$ cat config.mk
export PLATFORM = sky130hd
export DESIGN_NAME = seq_multiplier
export DESIGN_NICKNAME = d
export VERILOG_FILES = /design/src/rtl/seq_multiplier.sv
export SDC_FILE = /design/constraint.sdc
export NUM_CORES = 1
export LEC_CHECK = 0
export ABC_AREA = 1
export CORE_ASPECT_RATIO = 1.4
export CORE_MARGIN = 4
export CORE_UTILIZATION = 40
export CTS_CLUSTER_DIAMETER = 60
export DETAILED_ROUTE_END_ITERATION = 16
export PLACE_DENSITY = 0.68
export SLEW_MARGIN = 10
export SYNTH_ARGS = -nofsm -noshare
export SYNTH_HDL_FRONTEND = slang
export SYNTH_SLANG_ARGS = --single-unit
export TNS_END_PERCENT = 50
$ cat constraint.sdc
create_clock -name clk -period 3.4 [get_ports clk]
set_input_delay 0.68 -clock clk [delete_from_list [all_inputs] [get_ports clk]]
set_output_delay 0.68 -clock clk [all_outputs]
set_load 0.05 [all_outputs]
$ cat src/rtl/seq_multiplier.sv
// Unsigned shift-and-add multiplier. It retires one multiplier bit on each enabled cycle.
// The product register is written only when a multiplication completes or on reset.
module seq_multiplier #(
    parameter int BIT_LEN = 4
) (
    input  logic                   clk,
    input  logic                   reset,
    input  logic                   load,
    input  logic                   enable,
    input  logic [BIT_LEN-1:0]     factor1,
    input  logic [BIT_LEN-1:0]     factor2,
    output logic [2*BIT_LEN-1:0]   product
);

    localparam int PW = 2 * BIT_LEN;
    localparam int CW = $clog2(BIT_LEN + 1);

    typedef enum logic {
        IDLE = 1'b0,
        RUN  = 1'b1
    } state_t;

    state_t             state_q,   state_d;
    logic [PW-1:0]      mcand_q,   mcand_d;
    logic [BIT_LEN-1:0] mplier_q,  mplier_d;
    logic [PW-1:0]      acc_q,     acc_d;
    logic [CW-1:0]      cnt_q,     cnt_d;
    logic [PW-1:0]      product_q, product_d;
    logic [PW-1:0]      sum;

    // Accumulator plus the conditional partial product for this iteration.
    assign sum = acc_q + (mplier_q[0] ? mcand_q : '0);

    always_comb begin
        state_d   = state_q;
        mcand_d   = mcand_q;
        mplier_d  = mplier_q;
        acc_d     = acc_q;
        cnt_d     = cnt_q;
        product_d = product_q;

        if (load) begin
            state_d  = RUN;
            mcand_d  = {{BIT_LEN{1'b0}}, factor1};
            mplier_d = factor2;
            acc_d    = '0;
            cnt_d    = '0;
        end else if (state_q == RUN && enable) begin
            acc_d    = sum;
            mcand_d  = mcand_q << 1;
            mplier_d = mplier_q >> 1;
            cnt_d    = cnt_q + CW'(1);
            // The last iteration publishes the final sum directly, so no partial value is ever visible.
            if (cnt_q == CW'(BIT_LEN - 1)) begin
                product_d = sum;
                state_d   = IDLE;
            end
        end
    end

    always_ff @(posedge clk or posedge reset) begin
        if (reset) begin
            state_q   <= IDLE;
            mcand_q   <= '0;
            mplier_q  <= '0;
            acc_q     <= '0;
            cnt_q     <= '0;
            product_q <= '0;
        end else begin
            state_q   <= state_d;
            mcand_q   <= mcand_d;
            mplier_q  <= mplier_d;
            acc_q     <= acc_d;
            cnt_q     <= cnt_d;
            product_q <= product_d;
        end
    end

    assign product = product_q;

endmodule

# After elaboration in Yosys (flattened, before gate mapping)
# Index checks and enable logic that the tools add are counted.
# Widths: inputs -> output; s select.
dict set report op_classes {
  muxes 12
  bitwise_logic 1
  n_addsub 2
  n_reduce_logical 5
  n_eq_ne 1
}
# cell count
set ops {}
lappend ops {{$mux 8} 5}
lappend ops {{$add 8x8->8} 1}
lappend ops {{$mux 4} 2}
lappend ops {{$mux 3} 2}
lappend ops {{$reduce_bool 2->1} 2}
lappend ops {{$add 3x1->3 const B} 1}
lappend ops {{$eq 3x2->1 const B} 1}
lappend ops {{$mux 1} 3}
lappend ops {{$reduce_and 3->1} 1}
lappend ops {{$reduce_and 2->1} 1}
lappend ops {{$logic_and 1x1->1} 1}
lappend ops {{$not 1->1} 1}
dict set report totals {
  in_bits 12
  output_inout_bits 8
  ff_bits 32
}

# Longest topological paths before layout
dict set report depth {
  ltp_word 4
  mapped_depth 12
  mapped_depth_nobuf 11
}

# Least setup slack after synthesis
# Ideal clock, no wire load.
dict set report synth_timing {
  path_kind {register -> register}
  start {register mplier_q[0]}
  end {register product_q[6], in the netlist product[6]}
  synth_period_minus_slack_ns 1.704
  setup_slack_ns 1.696
  stages_incl_launch_ff 12
  path_buffers 1
  arrival_ns 1.586
  required_ns 3.282
  path_cell_list {dfrtp_1 -> buf_2 -> nand2_1 -> inv_1 -> ha_1 -> fa_1 -> nand2_1 -> nand2_1 -> nand3b_1 -> nand3_1 -> nand3_1 -> nand2_1}
}
dict set report synth_between {
  elab_chain_cells 2
}
# element line_no
set synth_rtl {}
lappend synth_rtl {{start: declaration} 25} ;# logic [BIT_LEN-1:0] mplier_q, mplier_d;
lappend synth_rtl {{start signal: assignment} 72} ;# mplier_q <= mplier_d;
lappend synth_rtl {{$mux 8} 32} ;# assign sum = acc_q + (mplier_q[0] ? mcand_q : '0);
lappend synth_rtl {{$add 8x8->8} 32}
lappend synth_rtl {{end signal: assignment} 75} ;# product_q <= product_d;
lappend synth_rtl {{end: declaration} 28} ;# logic [PW-1:0] product_q, product_d;
# Every way passes these cells.
# A chain may end at the register's enable or synchronous reset.

# Worst setup path in the final report
dict set report layout_timing {
  start {input port load}
  end {register cnt_q[1]}
}
dict set report layout_between {
  elab_chain_cells 1
}
# element line_no
set layout_rtl {}
lappend layout_rtl {{start: declaration} 8} ;# input logic load,
lappend layout_rtl {{$mux 3 / $reduce_bool 2->1 (equally long branches)} n/a}
lappend layout_rtl {{end signal: assignment} 74} ;# cnt_q <= cnt_d;
lappend layout_rtl {{end: declaration} 27} ;# logic [CW-1:0] cnt_q, cnt_d;
# Parallel ways exist; a longest one is shown, timed or not.

==> out/qor.csv <==
metric,value,unit
Register-to-Register Path Depth,10,
Die H,85.2,um
setup violators final,0,
detailed-route wire length,3110,um
Post-CTS Resized,0,
Hold Buf Count CTS,0,
"Reg clk slew, reported paths",0.06,ns
Cell variety after synth,25,
post-DP HPWL,2260,um
Worst EP required,3.57,ns
fraction of registers with async set/reset,100,%
HP Class,flip-flop to flip-flop,
sequential share of the synthesized area,47.0,%
Worst Hold End,product[4],
Util after Layout,50.0,%
"EDFF count, synth",0,
core area,4020,sq um
Worst Path Buf+Inv,3,
clock period minus worst slack,2.14,ns
unrepaired setup endpoints after global routing,no,
Synthesis Warnings,0,
Lkg Pwr,0.00111,uW
CTS root buf,clkbuf_8,
# rows,27,
clk buf depth,2,
# IOs,20,
cell taking the most area after synthesis,dfrtp_1,
largest net degree at the start of global routing,33,
global-route wire length before repair,5490,um
total global routing overflow,0,
"Slowest-stage cell, CP",clkdlybuf4s50_1,
1st-pass router iterations,4,
CTS buffer count,5,
Iteration-0 DRC Markers,34,
Max-Slew Margin vs Limit,66.6,%
clk sink count,32,
total negative setup slack,0,ns
Max Fanout on Critical Path,13,
Worst Tran Pin Value,0.500,ns
register bit total from synthesis,32,
initial antenna violation count,0,
drt drc,0,
Crit Path Class,input pin to flip-flop,
syn avg cell area,8.39,sq um
Worst path top cell family by delay,buffers and inverters,
worst hold stages,2,
Final Cycle Share,63.1,%
Hold Slack,0.476,ns
RR Endpoint,acc_q[6],
Final ANT Viol Nets,0,
crit path cell chain,"clkdlybuf4s50_1, clkinv_2, nand2_1, inv_1, a22o_1",
ranking of synthesized cells by area,"dfrtp_1 (47%), nand2_1 (15%), inv_1 (7.3%)",
fmax,466,MHz
WP data arrival,2.32,ns
most common cell in the netlist,nand2_1,
ys flop type,dfrtp_1,
Syn Inst Count,203,
Reg-to-Reg Start,mplier_q[0],
GP Congestion,0.773,
Port Buffer Count,19,
clk_lat worst skew,0.28,ns
Slew Limit Fails,0,
die width,63.2,um
Max H-tree Level,2,
Post-CTS Setup Inserts,0,
Via density,4.88,
layout net count,246,
hold path start,product[4],
clk_skew,0.00531,ns
total track usage,13.2,%
vias post-DR,1304,
Wirelength per Cell,11.7,um
n_diodes,0,
starting density of the core,42.4,%
placed cell count,260,
Synth top area share,47.0,%
CTS tree,done,
Crit path largest cell delay,0.65,ns
max cap viols,0,
vias in the first global route,1190,
"reg-to-reg slack, setup",1.52,ns
Critical Path Source Type,input pin,
share of layout cells above drive strength 1,7.59,%
Synth Cell Area,1700,sq um
Max VDD drop,0.310,mV
Synth top cells by count,"nand2_1 (68), inv_1 (33), dfrtp_1 (32), nand3_1 (16), ha_1 (9)",
status,finished clean,
Synth-to-Final Area Change,17.9,%
PwrDens,421,nW/um^2
CP Capture Type,flip-flop,
die area,5380,sq um
final std cells w/o fill,267,
Final Hold Viols,0,
syn_nets,225,
-- registers in the layout (all words and copies together) (netlist names) --
signal and cells:
acc_q 8, cnt_q 3, mcand_q 8, mplier_q 4, product 8, state_q 1
-- per-stage QoR --
| stage | setup slack [ns] | area, sq um | total power (uW) |
|---|---|---|---|
| after floorplan | 1.70 | 1700 | 505 |
| after global placement | 0.987 | 1910 | 541 |
| after detailed placement | 0.923 | 1910 | 543 |
| after CTS | 1.24 | 2010 | 862 |
| after global routing | 1.07 | 2010 | 892 |
| final | 1.26 | 2010 | 847 |
-- worst max path at each step --
| stage | endpoint | cells past startpoint | slack [ns] | start |
|---|---|---|---|---|
| final | cnt_q[1] | 5 | 1.26 | load |
| after global routing | cnt_q[1] | 5 | 1.07 | load |
| after CTS | cnt_q[1] | 5 | 1.24 | load |
| after detailed placement | cnt_q[1] | 5 | 0.92 | load |
| after global placement | cnt_q[1] | 5 | 0.99 | load |
| after floorplan | product[6] | 11 | 1.70 | mplier_q[0] |
-- cells in the final DEF (no fill, tap or decap), types with 3 or more instances in the layout --
master and count:
inv_1 33, o22ai_1 4, nor2_1 3, o221ai_1 3, o21ai_2 3, o211ai_1 3, nand3_1 16, clkdlybuf4s50_1 19
ha_1 9, clkbuf_8 7, dfrtp_1 32, o21ai_0 7, nand2_1 68
-- metal layers --
metal / GRT usage [%] / wire [um]
met1: 16.7 / 1470
met2: 20.6 / 1460
met3: 3.58 / 112
met5: 0 / 0
met4: 7.03 / 73
-- area by class of cell --
type	instances	area (sq um)
Timing Repair Buffer	20	198
Inverter	35	133
Sequential cell	32	801
Multi-Input combinational cell	130	728
Clock buffer	7	96.3
Tap cell	43	53.8
Fill cell	384	2010
-- cells by family (layout without fill, tap and decap cells) --
group                    count (synthesis)  after routing  share of synthesized area (%)
buffers and inverters                   41             62                           10.3
flip-flops                              32             32                           47.0
XOR/XNOR                                 2              2                           1.03
AND/OR/NAND/NOR                         93             93                           24.2
AO/OA/AOI/OAI                           25             25                           9.77
adder cells (fa/ha/maj)                 10             10                           7.78
-- power breakdown --
part / total, uW / internal [uW] / switching, uW
logic: 118 / 45.3 / 72.9
clock network: 313 / 180 / 133
registers: 415 / 402 / 13.6
-- worst min-delay path: cells and delay by family, from the launching register on --
| kind | cells | cell delay (ns) |
|---|---|---|
| flops | 1 | 0.34 |
| simple gates | 2 | 0.10 |
No activity file was read; power rests on OpenSTA's default activity.
